File: src/rtl/dffram_burst_writer.sv
// dffram_burst_writer: splits a byte stream into low/high nibble writes on a DFFRAM port.
module dffram_burst_writer #(
  parameter int AWIDTH   = 4,
  parameter int CNTWIDTH = AWIDTH + 1
) (
  input  logic                clk,
  input  logic                rst,
  input  logic                start,
  input  logic [AWIDTH-1:0]   start_addr,
  input  logic                s_valid,
  input  logic [7:0]          s_data,
  input  logic                s_last,
  output logic                s_ready,
  output logic [AWIDTH-1:0]   ram_addr,
  output logic [3:0]          ram_wdata,
  output logic                ram_lohi,
  output logic                ram_w_en,
  output logic                busy,
  output logic                done,
  output logic                ovf,
  output logic [CNTWIDTH-1:0] count
);
  localparam logic [2:0] IDLE   = 3'd0;
  localparam logic [2:0] ACCEPT = 3'd1;
  localparam logic [2:0] WR_LO  = 3'd2;
  localparam logic [2:0] WR_HI  = 3'd3;
  localparam logic [2:0] DONE   = 3'd4;
  logic [2:0] state;
  logic [7:0] byte_q;
  logic       last_q;
  always_ff @(posedge clk or posedge rst) begin
    if (rst) begin
      state    <= IDLE;
      byte_q   <= '0;
      last_q   <= 1'b0;
      ram_addr <= '0;
      count    <= '0;
      ovf      <= 1'b0;
    end else begin
      case (state)
        IDLE: if (start) begin
          ram_addr <= start_addr;
          count    <= '0;
          ovf      <= 1'b0;
          state    <= ACCEPT;
        end
        ACCEPT: if (s_valid) begin
          byte_q <= s_data;
          last_q <= s_last;
          state  <= WR_LO;
        end
        WR_LO: state <= WR_HI;
        WR_HI: begin
          count <= count + CNTWIDTH'(count != '1);
          // running off the top address without s_last is an overflow
          if (last_q || ram_addr == '1) begin
            ovf   <= ~last_q;
            state <= DONE;
          end else begin
            ram_addr <= ram_addr + AWIDTH'(1);
            state    <= ACCEPT;
          end
        end
        default: state <= IDLE;
      endcase
    end
  end
  assign s_ready   = state == ACCEPT;
  assign busy      = state != IDLE;
  assign done      = state == DONE;
  assign ram_w_en  = state == WR_LO || state == WR_HI;
  assign ram_lohi  = state == WR_LO;
  assign ram_wdata = state == WR_LO ? byte_q[3:0] : state == WR_HI ? byte_q[7:4] : 4'h0;
endmodule

File: config.mk
export PLATFORM = sky130hd
export DESIGN_NAME = dffram_burst_writer
export DESIGN_NICKNAME = d
export VERILOG_FILES = /design/src/rtl/dffram_burst_writer.sv
export SDC_FILE = /design/constraint.sdc
export NUM_CORES = 1
export LEC_CHECK = 0
export BUFFER_PORTS_ARGS = -buffer_cell sky130_fd_sc_hd__buf_2
export CORE_ASPECT_RATIO = 0.5
export CORE_MARGIN = 4
export CORE_UTILIZATION = 45
export DETAILED_ROUTE_END_ITERATION = 8
export HOLD_SLACK_MARGIN = 0.12
export PLACE_DENSITY = 0.73
export SYNTH_ARGS = -nofsm -noshare
export SYNTH_HDL_FRONTEND = slang
export SYNTH_SLANG_ARGS = --single-unit
File: constraint.sdc
create_clock -name clk -period 1.37 [get_ports clk]
set_input_delay 0.274 -clock clk [delete_from_list [all_inputs] [get_ports clk]]
set_output_delay 0.274 -clock clk [all_outputs]
set_load 0.02 [all_outputs]
==> results.md, run 1 <==
- Post-synthesis async set-or-reset flop share: 1.000
- Total wire length: around 4.4 mm
- Syn Std Cell Area: 1207 µm²
- Synth area leader: dfrtp_1
- Initial DRT Pass Iterations: 4
- Worst clock skew: approximately 0.0026 ns
- Worst setup margin: -0.3453 ns
- GRT Residual Overflow: 0
- Largest net degree at the start of global routing: 23
- Antenna viol nets, final: 0
- Cells on Worst Hold Path: 2
- GP Congestion: slightly below 0.8
- Worst R2R Path Depth: 5
- Placed Cells: around 190
- Most frequent cells in the layout: 27 x buf_4, 26 x buf_2, 16 x buf_6
- Hold Fails Final Rpt: 0
- Clk sinks: 22
- Clock-pin slew on the worst setup and hold paths: 0.08 ns
- Cell row count: 12
- P&R area growth vs syn: 63.63%
- Worst Max-Slew Pin Slew: about 0.35 ns
- Worst min-delay path category: input pin to flop
- Num CTS Buffers: 3
- Status: complete, but fails checks
- Number of global-route vias before repair: ~1200
- Synth warn: 0
- Synth top area share: 0.4560
- Period utilisation layout: 1.252
- Die width: ~81 µm
- Synth unique cells: 42
- Slowest stage cell, crit path: dfrtp_1
- Cell leakage power: 0.9412 nW
- Fmax: a little under 600 MHz
- Vias/cell: slightly below 6
- CP required: 1.10 ns
- Post-DP HPWL: 2.174 mm
- Seq pwr share: 0.259
- Hold_sp: s_data[3]
- # H-tree levels: 1
- Detailed-route via count: approximately 1200
- Final setup viols: 29
- Area after DPL: approximately 1600 µm²
- R2r startpoint: state[0]$_DFFE_PP0P_
- Post-Layout Cell Count: a little over 200
- Post-Synth Simple-Gate Area: 0.2062
- CP Cell Sequence: buf_6, nor3b_4, buf_6, a22o_4, buf_6
- Share of post-route cells with drive strength above 1: 0.6667
- CTS max path bufs: 2
- Combinational family with the most area after synthesis: simple AND/OR/NAND/NOR gates
- Sw frac: 0.4168
- Core area: approximately 2400 µm²
- FF-to-FF End: ram_addr[1]$_DFFE_PP0P_
- Sequential area share after synthesis: 0.4560
- Initial antenna violation count: 0
- Crit path capture type: output port
- CTS tree: built
- Number of synthesized flops with an enable pin: 0
- Crit Path Max Fanout: 4
- Fin nets: about 190
- Avg Inst Size Synth: between 10 and 15 µm²
- Internal: around 0.0029 W
- Failing checks: setup timing
- Main flop type after synthesis: dfrtp_1
- Violation count after the first detailed-route iteration: 170
- Leading cell type in the layout, fill and taps excluded: buf_4
- First-pass GRT wire length: 6.072 mm
- Critical path launch point type: flop
- PortBufs: 35
- Mux cell area share after synthesis: 0.1098
- Slew Limit Fails: 0
- Post-Synth XOR/XNOR Area: 0.007254
- RSZ-0062 raised after global routing: yes
- Initial Util: 0.5090
- Fin util: 0.8328
- R2R setup slack: -0.33 ns
- Synth Area in Adders: 0.03109
- Die area: about 3600 µm²
- Synth Net Count: about 120
- Antenna diodes: 0
- Worst Hold Endpoint: byte_q[3]$_DFFE_PP0P_
- GRT Util Overall: 0.2238
- Cell mode on critical path: buf_6
- Synth Register Bits: 22
- Slew HR: 0.7694
- Drt drc: 0
- Die Ht: 44.63 µm
- Design area: 1976 µm²
- Synth Area in Compound Gates: 0.1420
- Synth top area cells: dfrtp_1 46%, mux2_2 8.4%, a22o_1 5.1%
- Clock power frac: 0.086
- Clk root buf: clkbuf_8
- Setup CP Type: flop to output port
- Routed wire length per instance: 21.52 µm
- Power per cell area: ~2500 nW/µm²
- Skew-Pair Late Insertion Delay: about 0.27 ns
- Comb power frac: 0.654
- Crit-path max cell delay: 0.43 ns
- Mapped Cells: slightly above 100
- Worst IR Drop VDD: approximately 1.6 mV
- Critical Path AT: 1.44 ns
- Ports: 36
- MaxCap Viol Count: 0
- P_sw: 0.002059 W
- Clock period minus worst slack: approximately 1.7 ns
[cells in the mapped netlist (3+ instances only)]
library cell	instances
a21oi_1	3
a22o_1	7
and3_1	3
dfrtp_1	22
ha_1	3
inv_1	4
mux2_2	9
nand2_1	4
nand3_1	4
nor2_1	3
[power by group through the flow]
stage                     combinational, W  clock, W  sequential (W)
after floorplan                    0.00139         0         0.00139
after global placement             0.00221         0         0.00126
after detailed placement           0.00225         0         0.00127
after CTS                          0.00281  0.000431         0.00123
after global routing               0.00342  0.000456         0.00132
final                              0.00323  0.000427         0.00128
[metrics by stage]
step | total power (W) | hold slack (ns) | TNS [ns] | worst slack (ns)
2_1_floorplan | 0.002784 | 0.2627 | -0.8278 | -0.1612
6_report | 0.004941 | 0.2376 | -7.180 | -0.3453
4_1_cts | 0.004477 | 0.2353 | -5.167 | -0.2962
3_3_place_gp | 0.003467 | 0.3222 | -1.677 | -0.1260
3_5_place_dp | 0.003528 | 0.3251 | -2.024 | -0.1657
5_1_grt | 0.005190 | 0.2426 | -8.348 | -0.3983
[worst max path at each step]
stage	from	end	cells after the start
global route	state[2]$_DFFE_PP0P_	ram_wdata[1]	5
finish	state[2]$_DFFE_PP0P_	ram_wdata[1]	5
floorplan	count[3]$_DFFE_PP0P_	count[4]$_DFFE_PP0P_	7
CTS	state[0]$_DFFE_PP0P_	ram_wdata[0]	3
detailed placement	state[2]$_DFFE_PP0P_	ram_wdata[0]	4
global placement	state[2]$_DFFE_PP0P_	ram_wdata[1]	4
[state kept, by name, indices dropped and copies added, names as in the netlist]
name	count
ovf	1
byte_q	8
last_q	1
count	5
state	3
ram_addr	4
[metal layers]
| layer | track usage | vias up | part of all wire |
|---|---|---|---|
| met5 | 0 | - | 0 |
| met1 | 0.2895 | 589 | 0.41 |
| met4 | 0.04714 | 0 | 0.025 |
| li1 | - | 530 | - |
| met3 | 0.06301 | 17 | 0.10 |
| met2 | 0.3785 | 89 | 0.47 |
[final cells by class]
class                   count  area [µm²]
well taps                  35       43.79
flip-flops and latches     22       559.3
fillers                   130       396.6
clock buffers               4       45.04
inverters                   4       15.01
repair buffers             70       523.0
multi-input cells          71       789.5
[cells by family after synthesis]
| kind of cell | count (synthesis) |
|---|---|
| XOR/XNOR | 1 |
| flip-flops | 22 |
| AO/OA/AOI/OAI | 23 |
| buffers and inverters | 9 |
| multiplexers | 12 |
| AND/OR/NAND/NOR | 32 |
| adder cells (fa/ha/maj) | 3 |
[worst max-delay path, delay by kind of cell, from the launching register on]
family                 cells  cell delay (ns)
AOI/OAI and AO/OA          1             0.12
buffers and inverters      3             0.41
DFF                        1             0.43
and+or+nand+nor            1             0.21
[what timing repair did]
item                       in CTS  in global routing
resized for setup              29                 18
hold buffers                    1                  0
setup buffers                  13                  1
hold endpoints to repair       22                  0
setup endpoints to repair      28                 28
pin swaps                      15                  2
No activity file was read; power rests on OpenSTA's default activity.
==> inputs of run 2 (changes only) <==
- CORE_ASPECT_RATIO: 0.5 -> default
- CORE_MARGIN: 4 -> 2
==> results.md, run 2 (same netlist as run 1, synthesis figures left out) <==
- Status: complete, but fails checks
- Failing checks: setup timing
- CTS max path bufs: 2 (unchanged)
- Hold Fails Final Rpt: 0 (unchanged)
- Crit-path max cell delay: 0.48 ns (+0.05 ns)
- Total wire length: 3.385 mm (-24%)
- Detailed-route via count: 1102 (-10%)
- Share of post-route cells with drive strength above 1: 0.7169 (+0.05020)
- Fmax: 576.1 MHz (-1.2%)
- Fill count: 144 (+11%)
- GP Congestion: 0.7988 (+2.8%)
- Largest Register: byte_q
- Clock period minus worst slack: 1.736 ns (+0.02038 ns)
- Post-DP HPWL: 2.110 mm (-2.9%)
- Critical path launch point type: flop
- GRT Residual Overflow: 0 (unchanged)
- Num CTS Buffers: 3 (unchanged)
- Die width: 55.80 µm (-31%)
- Violation count after the first detailed-route iteration: 28 (-84%)
- Final setup viols: 28 (-3.4%)
- GRT Util Overall: 0.2048 (-0.01899)
- Routed wire length per instance: 17.27 µm (-20%)
- CTS tree: built
- Worst clock skew: 0.008381 ns (+0.005795 ns)
- Worst min-delay path category: input pin to flop
- Sw frac: 0.4154 (-0.001490)
- Antenna diodes: 0 (unchanged)
- Met2 WL post-DR: 1.694 mm (-18%)
- Period utilisation layout: 1.267 (+0.01488)
- Die area: 3114 µm² (-14%)
- PortBufs: 35 (unchanged)
- Clock-pin slew on the worst setup and hold paths: 0.13 ns (+0.05 ns)
- Crit path capture type: output port
- Area after DPL: 1597 µm² (-2.6%)
- Drt drc: 0 (unchanged)
- Slew HR: 0.8049 (+0.03552)
- Initial antenna violation count: 0 (unchanged)
- Clk root buf: clkbuf_4
- Internal: 0.002780 W (-3.5%)
- Critical Path AT: 1.46 ns (+0.02 ns)
- MaxCap Viol Count: 0 (unchanged)
- Slowest stage cell, crit path: dfrtp_2
- Power per cell area: 2385 nW/µm² (-4.6%)
- Seq pwr share: 0.272 (+0.013)
- Comb power frac: 0.660 (+0.006)
- P_sw: 0.001975 W (-4.1%)
- Fin util: 0.7973 (-0.03551)
- Worst IR Drop VDD: 1.765 mV (+7.5%)
- Leading cell type in the layout, fill and taps excluded: buf_2
- Worst Max-Slew Pin Slew: 0.2926 ns (-0.05277 ns)
- Wl on met1: 1.537 mm (-15%)
- Largest register FFs: 8 (unchanged)
- Number of global-route vias before repair: 1064 (-13%)
- Initial DRT Pass Iterations: 4 (unchanged)
- Worst setup margin: -0.3657 ns (-0.02038 ns)
- Cell leakage power: 0.9175 nW (-2.5%)
- Setup CP Type: flop to output port
- Fin nets: 187 (-2.6%)
- Skew-Pair Late Insertion Delay: 0.32 ns (+0.05 ns)
- Die Ht: 55.80 µm (+25%)
- Crit Path Max Fanout: 5 (+1)
- Slew Limit Fails: 0 (unchanged)
- Clock power frac: 0.068 (-0.018)
- RSZ-0062 raised after global routing: yes
- Routed wl met3: 109 µm (-76%)
- Top delay family on crit path: flip-flops
- First-pass GRT wire length: 5.030 mm (-17%)
- Ports: 36 (unchanged)
- Vias/cell: 5.622 (-5.5%)
- Top sig layer: met4
- Cell row count: 18 (+6)
- CP required: 1.10 ns (about the same)
- # H-tree levels: 1 (unchanged)
- CP Cell Sequence: and3b_2, a22o_4, buf_6
- Pwr Total: 0.004754 W (-3.8%)
- Clk sinks: 22 (unchanged)
- Initial Util: 0.4830 (-0.02598)
- R2R setup slack: -0.29 ns (+0.04 ns)
- Largest net degree at the start of global routing: 23 (unchanged)
- Antenna viol nets, final: 0 (unchanged)
- Top flop regs: byte_q x8, count x5, ram_addr x4
- P&R area growth vs syn: 65.08%
- Design area: 1993 µm² (+0.89%)
- Worst Path Buf+Inv: 1 (-2)
- Most frequent cells in the layout: 25 x buf_2, 22 x buf_4, 17 x buf_6
- Core area: 2500 µm² (+5.4%)
run 2: metrics by stage:
step	instances	hold WS (ns)	setup TNS, ns	setup slack [ns]
final	196	0.1792	-7.037	-0.3657
after global placement	179	0.3163	-1.254	-0.08344
after CTS	191	0.1810	-6.605	-0.3626
after global routing	196	0.1794	-8.508	-0.4058
after floorplan	102	0.2627	-0.8278	-0.1612
after detailed placement	179	0.3311	-1.552	-0.1052
run 2: layer usage:
layer,vias up,track usage
met2,21,0.3435
met3,7,0.03721
met1,549,0.2676
met5,-,0
met4,0,0.06272
li1,525,-
run 2: final cells by class:
cell class                 instances  area (µm²)  share of cell area
timing repair buffer              65       491.7              0.2467
tap                               30       37.54             0.01883
multi-input combinational         71       860.8              0.4319
inverter                           4       15.01            0.007533
clock buffer                       4       26.28             0.01318
sequential                        22       561.8              0.2819
run 2: final timing paths:
check,end,from,depth (start not counted)
setup / recovery,ram_wdata[3],state[0]$_DFFE_PP0P_,3
min in group asynchronous,count[4]$_DFFE_PP0P_,rst,4
hold reg to reg,byte_q[2]$_DFFE_PP0P_,byte_q[2]$_DFFE_PP0P_,1
max in group asynchronous,state[1]$_DFFE_PP0P_,rst,4
hold / removal,byte_q[0]$_DFFE_PP0P_,s_data[0],2
setup reg to reg,last_q$_DFFE_PP0P_,state[2]$_DFFE_PP0P_,5
run 2: timing repair:
item,CTS,global route
cloned,0,1
buffers inserted,7,6
hold buffers,1,0
pin swaps,22,8
setup endpoints to repair,28,30
gates resized for setup,38,27
endpoints found under the hold margin,22,0
run 2: power groups by stage:
stage / combinational, W / clock, W / sequential, W
4_1_cts: 0.00270 / 0.000323 / 0.00125
6_report: 0.00314 / 0.000325 / 0.00129
3_5_place_dp: 0.00222 / 0 / 0.00125
3_3_place_gp: 0.00215 / 0 / 0.00123
2_1_floorplan: 0.00139 / 0 / 0.00139
5_1_grt: 0.00334 / 0.000348 / 0.00133
==> inputs of run 3 (changes only) <==
- BUFFER_PORTS_ARGS: -buffer_cell sky130_fd_sc_hd__buf_2 -> -buffer_cell sky130_fd_sc_hd__clkbuf_2
- CORE_ASPECT_RATIO: default -> 1.2
==> results.md, run 3 (same netlist as run 1, synthesis figures left out) <==
- RSZ-0062 raised after global routing: yes
- Detailed-route via count: 1146 (+4.0%)
- CP required: 1.10 ns (about the same)
- Die width: 51.29 µm (-8.1%)
- Num CTS Buffers: 3 (unchanged)
- CTS max path bufs: 2 (unchanged)
- Antenna viol nets, final: 0 (unchanged)
- Initial DRT Pass Iterations: 4 (unchanged)
- Status: complete, but fails checks
- Routed wire length per instance: 17.51 µm (+1.4%)
- Clock-pin slew on the worst setup and hold paths: 0.12 ns (about the same)
- Share of post-route cells with drive strength above 1: 0.7330 (+0.01609)
- Die Ht: 60.74 µm (+8.9%)
- Worst setup margin: -0.3919 ns (-0.02616 ns)
- Period utilisation layout: 1.286 (+0.01910)
- Fill count: 142 (-1.4%)
- First-pass GRT wire length: 5.623 mm (+12%)
- Hold Fails Final Rpt: 0 (unchanged)
- Initial Util: 0.4730 (-0.009944)
- Die area: 3115 µm² (about the same)
- Ports: 36 (unchanged)
- Critical path launch point type: flop
- Largest net degree at the start of global routing: 23 (unchanged)
- Worst IR Drop VDD: 1.729 mV (-2.0%)
- Design area: 2058 µm² (+3.3%)
- # H-tree levels: 1 (unchanged)
- Most frequent cells in the layout: 25 x buf_4, 24 x clkbuf_2, 18 x buf_6
- Setup CP Type: flop to output port
- Total wire length: 3.659 mm (+8.1%)
- GP Congestion: 0.7485 (-6.3%)
- Setup TNS: -7.176 ns (-0.1391 ns)
- Crit path capture type: output port
- Worst min-delay path category: input pin to flop
- Slew HR: 0.8059 (+0.001012)
- Fin nets: 197 (+5.3%)
- Vias/cell: 5.483 (-2.5%)
- Cells on Worst Hold Path: 2 (unchanged)
- GRT Util Overall: 0.2495 (+0.04467)
- Worst R2R Path Depth: 7 (+2)
- Initial antenna violation count: 0 (unchanged)
- Skew-Pair Late Insertion Delay: 0.31 ns (about the same)
- Post-DP HPWL: 2.160 mm (+2.4%)
- Power per cell area: 2399 nW/µm² (+0.57%)
- GRT Residual Overflow: 0 (unchanged)
- Antenna diodes: 0 (unchanged)
- Pre-CTS setup slack: -0.1394 ns (-0.03424 ns)
- MaxCap Viol Count: 0 (unchanged)
- Cell row count: 20 (+2)
- Largest Register: byte_q
- Fmax: 567.6 MHz (-1.5%)
- P&R area growth vs syn: 70.47%
- PortBufs: 35 (unchanged)
- Largest register FFs: 8 (unchanged)
- Area after DPL: 1630 µm² (+2.1%)
- Number of global-route vias before repair: 1187 (+12%)
- Critical Path AT: 1.49 ns (+0.03 ns)
- Hold slack: 0.1851 ns (+0.005976 ns)
- Violation count after the first detailed-route iteration: 72 (+160%)
- Final setup viols: 30 (+7.1%)
- Slew Limit Fails: 0 (unchanged)
- Clock period minus worst slack: 1.762 ns (+0.02616 ns)
- Cell leakage power: 0.9501 nW (+3.6%)
- Core area: 2552 µm² (+2.1%)
- Crit Path Max Fanout: 4 (-1)
- CTS tree: built
- Leading cell type in the layout, fill and taps excluded: buf_4
- Worst clock skew: 0.001520 ns (-0.006861 ns)
- Drt drc: 0 (unchanged)
- Top flop regs: byte_q x8, count x5, ram_addr x4
- Clk root buf: clkbuf_4
- Failing checks: setup timing
- Worst Max-Slew Pin Slew: 0.2870 ns (-0.005640 ns)
- Clk sinks: 22 (unchanged)
==> run 3: cell count changes in the layout (fill, tap and decap cells not counted), moves of 3 or more <==
cell	before	now
buf_8	0	5
buf_4	22	25
buf_2	25	1
mux2_4	10	1
mux2_2	0	9
clkbuf_2	0	24
==> run 3: final cells by class <==
class / instances / area, µm² / area share
timing repair buffer: 75 / 614.3 / 0.2985
clock buffer: 4 / 36.28 / 0.01763
multi-input combinational: 71 / 789.5 / 0.3836
sequential: 22 / 561.8 / 0.2729
tap: 33 / 41.29 / 0.02006
inverter: 4 / 15.01 / 0.007295
==> run 3: repair_timing <==
item | 4_1_cts | 5_1_grt
buffers inserted | 14 | 3
endpoints found under the hold margin | 22 | 0
hold buffers | 1 | 0
pin swaps | 23 | 9
endpoints found under the setup margin | 27 | 33
resized for setup | 41 | 29
cloned | 0 | 1
==> run 3: worst max-delay path: stages, from the launching register on <==
cell and delay (ns):
dfrtp_2 0.47, buf_6 0.13, nor3b_4 0.21, buf_6 0.15, a22o_4 0.12, buf_8 0.10
==> run 3: layer usage <==
| metal | global-route usage | routed length [µm] | vias up |
|---|---|---|---|
| li1 | - | - | 545 |
| met1 | 0.2736 | 1416 | 544 |
| met2 | 0.4750 | 1984 | 46 |
| met3 | 0.03202 | 160 | 11 |
| met4 | 0.1241 | 98 | 0 |
| met5 | 0 | 0 | - |
==> run 3: power by group <==
part	switching (W)	internal, W
sequential	0.000310	0.000958
combinational	0.00146	0.00185
clock	0.000200	0.000162
total	0.00197	0.00297
==> run 3: stage by stage <==
step	cells	total power, W	utilization
2_1_floorplan	102	0.002784	-
3_3_place_gp	186	0.003423	0.6387
3_5_place_dp	186	0.003539	0.6387
4_1_cts	205	0.004561	0.7681
5_1_grt	209	0.005212	0.8064
6_report	209	0.004938	0.8064
==> run 3: path summary, 6_finish.rpt <==
kind / from / end / slack [ns]
hold / removal: s_data[2] / byte_q[2]$_DFFE_PP0P_ / 0.19
max in group asynchronous: rst / state[0]$_DFFE_PP0P_ / 0.61
hold reg to reg: ovf$_DFFE_PP0P_ / ovf$_DFFE_PP0P_ / 0.54
setup reg to reg: state[0]$_DFFE_PP0P_ / count[2]$_DFFE_PP0P_ / -0.28
setup / recovery: state[2]$_DFFE_PP0P_ / ram_wdata[2] / -0.39
min in group asynchronous: rst / count[1]$_DFFE_PP0P_ / 0.52
